===== src/rtl/des_key_schedule.sv =====
// DES key schedule generator.
// Accepts a 64-bit key, then streams the sixteen 48-bit round keys over a
// valid/ready handshake, in K1..K16 order for encryption or K16..K1 for
// decryption. C and D are rotated in place, so one PC-2 network serves all
// rounds and the output depends only on registered state.
module des_key_schedule (
    input  logic        clk,
    input  logic        rst_n,
    input  logic        start,
    input  logic        decrypt,
    input  logic [0:63] key_in,
    output logic [0:47] subkey_out,
    output logic [3:0]  subkey_idx,
    output logic        subkey_valid,
    input  logic        subkey_ready,
    output logic        busy,
    output logic        done
);

    typedef enum logic {
        IDLE = 1'b0,
        GEN  = 1'b1
    } state_t;

    // Permuted choice 1 (FIPS 1-based bit numbers of key_in): C half, then D half.
    localparam int PC1 [0:55] = '{
        57, 49, 41, 33, 25, 17,  9,  1, 58, 50, 42, 34, 26, 18,
        10,  2, 59, 51, 43, 35, 27, 19, 11,  3, 60, 52, 44, 36,
        63, 55, 47, 39, 31, 23, 15,  7, 62, 54, 46, 38, 30, 22,
        14,  6, 61, 53, 45, 37, 29, 21, 13,  5, 28, 20, 12,  4
    };

    // Permuted choice 2 (FIPS 1-based bit numbers of the 56-bit C||D).
    localparam int PC2 [0:47] = '{
        14, 17, 11, 24,  1,  5,  3, 28, 15,  6, 21, 10,
        23, 19, 12,  4, 26,  8, 16,  7, 27, 20, 13,  2,
        41, 52, 31, 37, 47, 55, 30, 40, 51, 45, 33, 48,
        44, 49, 39, 56, 34, 53, 46, 42, 50, 36, 29, 32
    };

    // Rotate a 28-bit half toward bit 0 (FIPS left) by one or two places.
    function automatic logic [0:27] rot_left(input logic [0:27] x, input logic two);
        return two ? {x[2:27], x[0:1]} : {x[1:27], x[0]};
    endfunction

    // Inverse rotation, used to walk the schedule backwards.
    function automatic logic [0:27] rot_right(input logic [0:27] x, input logic two);
        return two ? {x[26:27], x[0:25]} : {x[27], x[0:26]};
    endfunction

    // Round r (1..16) shifts by one only for r = 1, 2, 9 and 16.
    function automatic logic shift_is_two(input logic [4:0] round);
        return !(round == 5'd1 || round == 5'd2 || round == 5'd9 || round == 5'd16);
    endfunction

    state_t      state_q, state_d;
    logic [0:27] c_q, c_d;
    logic [0:27] d_q, d_d;
    logic [3:0]  idx_q, idx_d;
    logic        dec_q, dec_d;
    logic        done_q, done_d;

    logic [0:27] c0, d0;
    logic [0:55] cd;
    logic        last_key;

    // PC-1: pure wiring from the key; parity bits are never selected.
    for (genvar i = 0; i < 28; i++) begin : g_pc1
        assign c0[i] = key_in[PC1[i] - 1];
        assign d0[i] = key_in[PC1[i + 28] - 1];
    end

    // PC-2 on the registered halves gives the current round key.
    assign cd = {c_q, d_q};
    for (genvar i = 0; i < 48; i++) begin : g_pc2
        assign subkey_out[i] = cd[PC2[i] - 1];
    end

    assign last_key     = dec_q ? (idx_q == 4'd0) : (idx_q == 4'd15);
    assign subkey_idx   = idx_q;
    assign subkey_valid = (state_q == GEN);
    assign busy         = (state_q == GEN);
    assign done         = done_q;

    // Next-state logic: load on start in IDLE, advance one round per transfer in GEN.
    always_comb begin
        // NOTE: every variable gets a default before the case so no path leaves it unassigned (no latch).
        state_d = state_q;
        c_d     = c_q;
        d_d     = d_q;
        idx_d   = idx_q;
        dec_d   = dec_q;
        done_d  = 1'b0;
        case (state_q)
            IDLE: begin
                if (start) begin
                    state_d = GEN;
                    dec_d   = decrypt;
                    if (decrypt) begin
                        // Total rotation over 16 rounds is 28, so C0/D0 already equal C16/D16.
                        c_d   = c0;
                        d_d   = d0;
                        idx_d = 4'd15;
                    end else begin
                        c_d   = rot_left(c0, 1'b0);
                        d_d   = rot_left(d0, 1'b0);
                        idx_d = 4'd0;
                    end
                end
            end
            GEN: begin
                if (subkey_ready) begin
                    if (last_key) begin
                        state_d = IDLE;
                        done_d  = 1'b1;
                    end else if (dec_q) begin
                        // Undo the shift of the round currently presented (round idx+1).
                        c_d   = rot_right(c_q, shift_is_two({1'b0, idx_q} + 5'd1));
                        d_d   = rot_right(d_q, shift_is_two({1'b0, idx_q} + 5'd1));
                        idx_d = idx_q - 4'd1;
                    end else begin
                        // Apply the shift of the next round (round idx+2).
                        c_d   = rot_left(c_q, shift_is_two({1'b0, idx_q} + 5'd2));
                        d_d   = rot_left(d_q, shift_is_two({1'b0, idx_q} + 5'd2));
                        idx_d = idx_q + 4'd1;
                    end
                end
            end
            default: state_d = IDLE;
        endcase
    end

    // State registers with asynchronous clear of every output-visible flop.
    always_ff @(posedge clk or negedge rst_n) begin
        if (!rst_n) begin
            state_q <= IDLE;
            c_q     <= '0;
            d_q     <= '0;
            idx_q   <= 4'd0;
            dec_q   <= 1'b0;
            done_q  <= 1'b0;
        end else begin
            // NOTE: non-blocking assignments so every flop samples pre-edge values.
            state_q <= state_d;
            c_q     <= c_d;
            d_q     <= d_d;
            idx_q   <= idx_d;
            dec_q   <= dec_d;
            done_q  <= done_d;
        end
    end

endmodule

===== config.mk =====
export PLATFORM = sky130hd
export DESIGN_NAME = des_key_schedule
export DESIGN_NICKNAME = d
export VERILOG_FILES = /design/src/rtl/des_key_schedule.sv
export SDC_FILE = /design/constraint.sdc
export NUM_CORES = 1
export LEC_CHECK = 0
export ABC_AREA = 0
export BUFFER_PORTS_ARGS = -buffer_cell sky130_fd_sc_hd__buf_2
export CAP_MARGIN = 20
export CORE_MARGIN = 3
export CORE_UTILIZATION = 25
export CTS_CLUSTER_DIAMETER = 200
export CTS_CLUSTER_SIZE = 14
export DETAILED_ROUTE_END_ITERATION = 6
export SLEW_MARGIN = 20
export SYNTH_ARGS = -nofsm -noshare
export SYNTH_HDL_FRONTEND = slang
export SYNTH_SLANG_ARGS = --single-unit

===== constraint.sdc =====
create_clock -name clk -period 1.8 [get_ports clk]
set_input_delay 0.36 -clock clk [delete_from_list [all_inputs] [get_ports clk]]
set_output_delay 0.36 -clock clk [all_outputs]
set_load 0.01 [all_outputs]

==> results.sh, run 1 <==
export IMPL_clock_skew_ps=3.21
export IMPL_synth_nets=628
export IMPL_layout_commonest_cell="mux2i_1"
export IMPL_status="finished, violations left"
export IMPL_violations="negative setup slack"
export IMPL_cp_required_ps=2050
export IMPL_io_buffer_count=115
export IMPL_pin_count=124
export IMPL_dp_hpwl_um=10900
export IMPL_path_class="reg2reg"
export IMPL_num_rows=52
export IMPL_clockBufferDepth=2
export IMPL_routedWlPerCell_um=18.7
export IMPL_grt_pass1_wl_um=24900
export IMPL_syn_to_final_growth_pct=28.3
export IMPL_final_layout_size_suffix_gt1_frac=0.345
export IMPL_rsz0062_at_grt="yes"
export IMPL_die_w_um=152
export IMPL_cts_hold_buf=0
export IMPL_power_density_nw_per_um2=1860
export IMPL_drv_slew=0
export IMPL_reg2reg_from="subkey_idx[2]$_DFFE_PN0P_"
export IMPL_p_seq_frac=0.214
export IMPL_static_leakage_power_nw=3.17
export IMPL_hold_path_class="in2async"
export IMPL_crit_slowest_cell="dfrtp_2"
export IMPL_drcViolationCount=0
export IMPL_vias_per_cell=5.29
export IMPL_worstSetupEndpointType="flip-flop"
export IMPL_drt_iter0_markers=214
export IMPL_final_area_um2=6800
export IMPL_power_switching_mw=5.41
export IMPL_clk_pin_slew_ps=60
export IMPL_avgSynthCellArea_um2=9.55
export IMPL_period_minus_slack_ps=1860
export IMPL_synth_distinct_cells=37
export IMPL_slew_headroom=0.739
export IMPL_critPathMaxFanout=20
export IMPL_internal_power_mw=7.22
export IMPL_post_dp_cell_area_um2=5990
export IMPL_cts_sinks=63
export IMPL_tightest_slew_ps=392
export IMPL_insertion_delay_ps=340
export IMPL_p_sw_frac=0.428
export IMPL_overflow=0
export IMPL_setup_viol=55
export IMPL_combPwrFrac=0.629
export IMPL_htreeDepth=3
export IMPL_dr_total_vias=4766
export IMPL_setup_slack_ps=-58.8
export IMPL_die_area_um2=23000
export IMPL_timing_fmax_mhz=538
export IMPL_grt_max_degree=64
export IMPL_start_util=0.258
export IMPL_r2r_cells=5
export IMPL_mostFrequentLayoutCells="154 x mux2i_1, 114 x buf_2, 61 x nor2_1, 61 x dfrtp_1, 58 x a31oi_1"
export IMPL_tns_ps=-1600
export IMPL_synthArstFlopShare=1.00
export IMPL_cap_violations=0
export IMPL_routabilityCongestion=0.796
export IMPL_syn_area_um2=5300
export IMPL_irDropWorstVdd_uv=767
export IMPL_diodes=0
export IMPL_cts_tree="done"
export IMPL_path_cells="and4_4 -> a221o_2 -> or2_4 -> buf_12 -> o221ai_1"
export IMPL_ys_flop_type="dfrtp_1"
export IMPL_ys_seq_area_frac=0.297
export IMPL_postRouteAntennaNets=0
export IMPL_power_frac_clock=0.156
export IMPL_grt_pass1_vias=4539
export IMPL_hold_viol_final=0
export IMPL_ys_warn_count=0
export IMPL_numCtsBuffers=9
export IMPL_yosys_register_bits=63
export IMPL_layout_nets=699
export IMPL_die_h_um=152
export IMPL_ctsRootBufferMaster="clkbuf_16"
export IMPL_drt_first_pass_iters=4
export IMPL_cp_data_arrival_time_ps=2110
export IMPL_synthCells=555
export IMPL_wl_um=16800
export IMPL_synth_edf_count=0
export IMPL_r2r_end="d_q[16]$_DFFE_PN0P_"
export IMPL_rrSetupSlack_ps=-60
export IMPL_critPathMaxStageDelay_ps=440
export IMPL_antenna_found_initial=2
export IMPL_crit_path_start_kind="flip-flop"
export IMPL_core_um2=20600
export IMPL_finalCritPeriodShare=1.03
export IMPL_track_usage=0.138
-- power by group through the flow --
stage / clock network, mW / registers (mW) / logic [mW]
global route: 2.10 / 2.81 / 8.49
CTS: 2.02 / 2.64 / 6.86
global placement: 0 / 2.66 / 6.21
finish: 1.97 / 2.71 / 7.95
detailed placement: 0 / 2.66 / 6.26
floorplan: 0 / 2.48 / 5.05
-- through the flow --
stage | setup slack (ps) | hold WS (ps) | total power, mW | utilization | std cells
after floorplan | -17.0 | 64.4 | 7.53 | - | 555
final | -58.8 | 8.66 | 12.6 | 0.331 | 901
after CTS | -68.8 | 42.9 | 11.5 | 0.314 | 893
after global routing | -141 | 46.4 | 13.4 | 0.331 | 901
after detailed placement | -107 | 410 | 8.92 | 0.291 | 874
after global placement | -77.5 | 408 | 8.87 | 0.291 | 874
-- per-layer routing --
layer | vias up | global-route usage | part of all wire
met4 | 4 | 0.0296 | 0.0083
met5 | - | 0 | 0.0016
met1 | 2356 | 0.192 | 0.44
met2 | 145 | 0.213 | 0.48
met3 | 22 | 0.0410 | 0.073
li1 | 2239 | - | -
-- cell type report --
type	instances	area (um^2)
fill	2148	13800
multi-input combinational	388	3310
sequential	63	1580
timing repair buffer	160	1230
tap	270	338
clock buffer	10	239
clock inverter	6	92.6
inverter	4	15.0
-- state kept, by name, indices dropped and copies added (netlist names) --
register    count
dec_q           1
subkey_idx      4
c_q            28
done            1
d_q            28
busy            1
-- critical path: cells and delay by family, from the launching register on --
family                 cells  cell delay, ps
AO/OA/AOI/OAI              2             610
buffers and inverters      1             180
flip-flops                 1             440
AND/OR/NAND/NOR            2             520
-- synth_stat cells (4+ instances only) --
master	instances	area, um^2
clkbuf_1	18	67.6
buf_1	8	30.0
o221ai_1	55	482
buf_4	52	390
buf_6	5	56.3
nor2_1	62	233
o21ai_0	5	25.0
a21oi_1	5	25.0
mux2i_1	166	1660
dfrtp_1	63	1580
a31oi_1	59	369
nand2_1	6	22.5
buf_2	18	90.1
inv_1	4	15.0
-- how the worst max path moves through the flow --
| stage | slack (ps) | to | from |
|---|---|---|---|
| finish | -60 | d_q[16]$_DFFE_PN0P_ | subkey_idx[2]$_DFFE_PN0P_ |
| global route | -140 | d_q[16]$_DFFE_PN0P_ | subkey_idx[1]$_DFFE_PN0P_ |
| CTS | -70 | c_q[1]$_DFFE_PN0P_ | subkey_idx[2]$_DFFE_PN0P_ |
| detailed placement | -110 | c_q[16]$_DFFE_PN0P_ | subkey_idx[1]$_DFFE_PN0P_ |
| global placement | -80 | c_q[16]$_DFFE_PN0P_ | subkey_idx[1]$_DFFE_PN0P_ |
| floorplan | -20 | c_q[0]$_DFFE_PN0P_ | subkey_idx[3]$_DFFE_PN0P_ |
-- kinds of logic (layout without fill, tap and decap cells) --
family,after synthesis,after routing,synth area share
xor gates and xnor gates,3,3,0.00496
DFF,63,63,0.297
adders and majority gates,4,4,0.0109
AOI/OAI and AO/OA,137,137,0.190
and+or+nand+nor,76,77,0.0590
muxes,167,167,0.315
buffers and inverters,105,180,0.122
-- repair_timing --
action	CTS	global route
pin swaps	3	25
endpoints found under the setup margin	57	60
buffers inserted	0	3
gates resized for setup	17	44
gates cloned	3	5
(Power assumes the default switching activity.)
==> inputs of run 2 (changes only) <==
--- a/config.mk
+++ b/config.mk
@@ -13,6 +13,7 @@
 export CTS_CLUSTER_DIAMETER = 200
 export CTS_CLUSTER_SIZE = 14
 export DETAILED_ROUTE_END_ITERATION = 6
+export RECOVER_POWER = 25
 export SLEW_MARGIN = 20
 export SYNTH_ARGS = -nofsm -noshare
 export SYNTH_HDL_FRONTEND = slang
==> constraint.sdc (replaced) <==
create_clock -name clk -period 1.8 [get_ports clk]
set_input_delay 0.27 -clock clk [delete_from_list [all_inputs] [get_ports clk]]
set_output_delay 0.27 -clock clk [all_outputs]
set_load 0.01 [all_outputs]
==> run 2 against run 1 <==
Effect of this change:
- the run still ends with negative setup slack left
- sequential cell count is the same
- maximum frequency is 3.9% lower
- hold slack gained 230 ps
- sequential share of layout area fell by 2.3 points
- first-iteration DRC count is 16% higher
- core utilization grew 3.6 points
- non-clock buffer count up 13
- via count grew 2.9%
- global-route usage is 0.64 points higher
- highest routed layer unchanged
==> results.sh, run 2 (synthesis gave the netlist of run 1 again) <==
export IMPL_reg2reg_from="subkey_idx[1]$_DFFE_PN0P_"
export IMPL_grt_pass1_vias=4672
export IMPL_grt_pass1_wl_um=26400
export IMPL_fillers=2039
export IMPL_cp_data_arrival_time_ps=2140
export IMPL_critPathMaxStageDelay_ps=430
export IMPL_io_buffer_count=115
export IMPL_dp_hpwl_um=10900
export IMPL_power_mw=14.2
export IMPL_hold_path_class="in2reg"
export IMPL_die_h_um=152
export IMPL_mostFrequentLayoutCells="137 x mux2i_1, 114 x buf_2, 62 x nor2_1"
export IMPL_finalCritPeriodShare=1.07
export IMPL_setup_slack_ps=-133
export IMPL_start_util=0.258
export IMPL_layout_nets=712
export IMPL_area_sequential_um2=1580
export IMPL_postRouteAntennaNets=0
export IMPL_drv_slew=0
export IMPL_syn_to_final_growth_pct=42.2
export IMPL_insertion_delay_ps=330
export IMPL_critPathMaxFanout=31
export IMPL_period_minus_slack_ps=1930
export IMPL_numCtsBuffers=9
export IMPL_htreeDepth=3
export IMPL_setup_viol=56
export IMPL_path_buf_inv=2
export IMPL_clk_pin_slew_ps=60
export IMPL_pin_count=124
export IMPL_multi_input_area_um2=3860
export IMPL_grt_max_degree=64
export IMPL_diodes=0
export IMPL_drcViolationCount=0
export IMPL_path_class="reg2reg"
export IMPL_routabilityCongestion=0.793
export IMPL_timing_fmax_mhz=517
export IMPL_crit_slowest_cell="dfrtp_2"
export IMPL_cp_top_family="compound AO/OA/AOI/OAI gates"
export IMPL_tightest_slew_ps=964
export IMPL_track_usage=0.145
export IMPL_core_um2=20600
export IMPL_clock_skew_ps=7.54
export IMPL_irDropWorstVdd_uv=727
export IMPL_static_leakage_power_nw=3.27
export IMPL_overflow=0
export IMPL_layout_commonest_cell="mux2i_1"
export IMPL_rsz0062_at_grt="yes"
export IMPL_violations="negative setup slack"
export IMPL_status="finished, violations left"
export IMPL_cap_violations=0
export IMPL_cp_required_ps=2000
export IMPL_hold_viol_final=0
export IMPL_drt_first_pass_iters=4
export IMPL_worstHoldStart="start"
export IMPL_slew_headroom=0.358
export IMPL_place_ws_ps=-118
export IMPL_drt_iter0_markers=248
export IMPL_num_rows=52
export IMPL_wl_um=18500
export IMPL_cp_startpoint="subkey_idx[1]$_DFFE_PN0P_"
export IMPL_routedWlPerCell_um=20.2
export IMPL_timing_hold_ws_ps=235
export IMPL_ctsRootBufferMaster="clkbuf_16"
export IMPL_crit_path_start_kind="flip-flop"
export IMPL_path_cells="and4_4 -> a221o_2 -> buf_4 -> buf_12 -> a31oi_1 -> o221ai_2"
export IMPL_clockBufferDepth=2
export IMPL_cts_tree="done"
export IMPL_cts_sinks=63
export IMPL_power_density_nw_per_um2=1880
export IMPL_die_area_um2=23000
export IMPL_antenna_found_initial=1
export IMPL_vias_per_cell=5.37
export IMPL_dr_total_vias=4903
export IMPL_worstSetupEndpointType="flip-flop"
export IMPL_die_w_um=152
export IMPL_final_layout_size_suffix_gt1_frac=0.468
## run 2: final timing paths
| path | to | slack, ps | cells past startpoint |
|---|---|---|---|
| max | d_q[16]$_DFFE_PN0P_ | -130 | 6 |
| min | busy$_DFF_PN0_ | 230 | 3 |
| max reg2reg | d_q[16]$_DFFE_PN0P_ | -130 | 6 |
| min reg2reg | done$_DFF_PN0_ | 570 | 2 |
| max in group asynchronous | subkey_idx[2]$_DFFE_PN0P_ | 380 | 3 |
| min in group asynchronous | d_q[18]$_DFFE_PN0P_ | 730 | 3 |
## run 2: worst reg2reg max path: stages (launching register included)
cell and delay [ps]:
dfrtp_2 430, and4_4 210, a221o_2 430, buf_4 170, buf_12 180, a31oi_1 270
o221ai_2 120
## run 2: metal layers
metal  wire length (um)  GRT usage  vias up
li1                   -          -     2264
met1               8160      0.202     2419
met2               8840      0.231      206
met3               1320     0.0339       12
met4                126     0.0270        2
met5                 10          0        -
## run 2: metrics by stage
step	area (um^2)	cells	TNS (ps)	util
after floorplan	5360	555	-847	-
final	7540	913	-5010	0.367
after CTS	6690	905	-3650	0.325
after global placement	6070	878	-3340	0.295
after global routing	7540	913	-8750	0.367
after detailed placement	6070	878	-4500	0.295
## run 2: final cells by class
type | count | area share
inverters | 4 | 0.00199
multi-input cells | 388 | 0.512
repair buffers | 173 | 0.192
well taps | 270 | 0.0448
clock buffers | 12 | 0.0340
clock inverters | 3 | 0.00564
flip-flops and latches | 63 | 0.209
## run 2: timing repair
item | CTS | global route
endpoints found under the hold margin | 63 | 0
setup endpoints to repair | 59 | 60
pin swaps | 9 | 15
cloned | 6 | 7
gates resized for setup | 30 | 119
setup buffers | 5 | 2
hold buffers | 1 | 0
## run 2: report_power, final
group | total, mW | internal [mW] | switching, mW
sequential | 2.84 | 1.92 | 0.925
combinational | 9.53 | 4.90 | 4.63
clock | 1.80 | 1.14 | 0.657
total | 14.2 | 7.96 | 6.21
==> inputs of run 3 (changes only) <==
--- a/config.mk
+++ b/config.mk
@@ -9,7 +9,7 @@
 export BUFFER_PORTS_ARGS = -buffer_cell sky130_fd_sc_hd__buf_2
 export CAP_MARGIN = 20
 export CORE_MARGIN = 3
-export CORE_UTILIZATION = 25
+export CORE_UTILIZATION = 40
 export CTS_CLUSTER_DIAMETER = 200
 export CTS_CLUSTER_SIZE = 14
 export DETAILED_ROUTE_END_ITERATION = 6
==> run 3 against run 2 <==
Effect of this change:
- the run still ends with negative setup slack left
- die area is 36% lower
- critical path depth fell by 1
- register-to-register slack worse by 60 ps
- critical endpoint is now d_q[27]$_DFFE_PN0P_
- highest routed layer is now met4
==> results.sh, run 3 (synthesis gave the netlist of run 1 again) <==
export IMPL_status="finished, violations left"
export IMPL_violations="negative setup slack"
export IMPL_die_area_um2=14700
export IMPL_utilization=0.597
export IMPL_num_rows=41
export IMPL_numCtsBuffers=9
export IMPL_reg2reg_from="subkey_idx[1]$_DFFE_PN0P_"
export IMPL_pin_count=124
export IMPL_drv_slew=0
export IMPL_power_density_nw_per_um2=1950
export IMPL_cp_endpoint="d_q[27]$_DFFE_PN0P_"
export IMPL_drt_iter0_markers=394
export IMPL_layout_commonest_cell="mux2i_1"
export IMPL_htreeDepth=3
export IMPL_antenna_found_initial=0
export IMPL_finalCritPeriodShare=1.11
export IMPL_hold_depth=3
export IMPL_drt_met1_wl_um=7680
export IMPL_vias_per_cell=6.17
export IMPL_setup_slack_ps=-190
export IMPL_power_mw=14.8
export IMPL_path_class="reg2reg"
export IMPL_rsz0062_at_grt="yes"
export IMPL_overflow=0
export IMPL_tightest_slew_ps=966
export IMPL_track_usage=0.214
export IMPL_hold_path_class="in2reg"
export IMPL_stdcell_count=821
export IMPL_cp_startpoint="subkey_idx[1]$_DFFE_PN0P_"
export IMPL_setup_viol=57
export IMPL_routabilityCongestion=0.814
export IMPL_r2r_end="d_q[27]$_DFFE_PN0P_"
export IMPL_insertion_delay_ps=330
export IMPL_drt_first_pass_iters=4
export IMPL_period_minus_slack_ps=1990
export IMPL_critPathMaxFanout=43
export IMPL_clockBufferDepth=2
export IMPL_dp_hpwl_um=9930
export IMPL_irDropWorstVdd_uv=969
export IMPL_dr_total_vias=5066
export IMPL_die_w_um=121
export IMPL_placedCellCount=778
export IMPL_timing_fmax_mhz=503
export IMPL_hold_viol_final=0
export IMPL_cp_required_ps=2000
export IMPL_clock_skew_ps=7.82
export IMPL_place_ws_ps=-147
export IMPL_postRouteAntennaNets=0
export IMPL_cts_sinks=63
export IMPL_ctsRootBufferMaster="clkbuf_16"
export IMPL_static_leakage_power_nw=3.32
export IMPL_cts_tree="done"
export IMPL_clk_pin_slew_ps=60
export IMPL_wl_met2_um=9020
export IMPL_crit_path_start_kind="flip-flop"
export IMPL_rrSetupSlack_ps=-190
export IMPL_mostFrequentLayoutCells="129 x mux2i_1, 114 x buf_2, 61 x nor2_1"
export IMPL_grt_max_degree=64
export IMPL_routedWlPerCell_um=22.2
export IMPL_final_layout_size_suffix_gt1_frac=0.492
export IMPL_slew_headroom=0.356
export IMPL_start_util=0.415
export IMPL_top_layer_used="met4"
export IMPL_syn_to_final_growth_pct=43.7
export IMPL_grt_pass1_vias=4836
export IMPL_cp_data_arrival_time_ps=2190
export IMPL_r2r_cells=5
export IMPL_fillers=1031
export IMPL_die_h_um=121
export IMPL_io_buffer_count=115
export IMPL_wl_um=18200
export IMPL_cap_violations=0
export IMPL_layout_nets=717
export IMPL_drcViolationCount=0
export IMPL_grt_pass1_wl_um=25500
export IMPL_core_um2=12800
export IMPL_diodes=0
export IMPL_dr_wl_met3_um=1200
export IMPL_worstSetupEndpointType="flip-flop"
run 3: changes by cell type in the layout (fill, tap and decap cells not counted), moves of 3 or more:
cell       delta
a31oi_1       +3
clkbuf_16     +3
mux2i_1       -8
mux2i_4       +3
o221ai_1      -3
a31oi_2       -5
mux2i_2       +5
buf_6         -5
o221ai_2      +3
buf_4         +3
run 3: worst min-delay path by stage:
stage | startpoint | to | slack (ps)
CTS | subkey_ready | done$_DFF_PN0_ | 230
detailed placement | rst_n | d_q[19]$_DFFE_PN0P_ | 320
finish | subkey_ready | done$_DFF_PN0_ | 240
global placement | rst_n | d_q[18]$_DFFE_PN0P_ | 320
global route | subkey_ready | done$_DFF_PN0_ | 230
floorplan | rst_n | busy$_DFF_PN0_ | -30
run 3: where the power goes:
| part | internal, mW | total [mW] | switching [mW] |
|---|---|---|---|
| registers | 1.92 | 2.91 | 0.987 |
| logic | 5.24 | 10.1 | 4.90 |
| clock network | 1.10 | 1.78 | 0.682 |
| total | 8.27 | 14.8 | 6.57 |
run 3: per-layer routing:
layer  up-vias  track usage
li1       2283            -
met1      2550        0.289
met2       205        0.356
met3        28       0.0387
met4         0       0.0539
met5         -            0
run 3: critical path, stage by stage (launching register included):
cell and delay [ps]:
dfrtp_2 440, and4_4 210, a221o_2 480, buf_12 220
a31oi_1 320, o221ai_2 160
run 3: cell type report:
class,instances,area [um^2],area share
sequential,63,1580,0.207
inverter,4,15.0,0.00197
clock inverter,6,60.1,0.00788
tap,172,215,0.0282
clock buffer,10,239,0.0314
multi-input combinational,389,3970,0.520
timing repair buffer,177,1550,0.203
run 3: timing repair:
| item | 4_1_cts | 5_1_grt |
|---|---|---|
| buffers inserted | 3 | 4 |
| resized for setup | 56 | 115 |
| endpoints found under the setup margin | 58 | 57 |
| pin swaps | 16 | 52 |
| cloned | 7 | 13 |
| endpoints found under the hold margin | 63 | 0 |
| hold buffers | 1 | 0 |
run 3: through the flow:
stage                     TNS, ps  instance area, um^2  hold slack [ps]
after floorplan              -847                 5360            -25.6
after global placement      -4270                 5930              323
after detailed placement    -5640                 5930              321
after CTS                   -4320                 6720              232
after global routing        -9810                 7620              231
final                       -6670                 7620              240
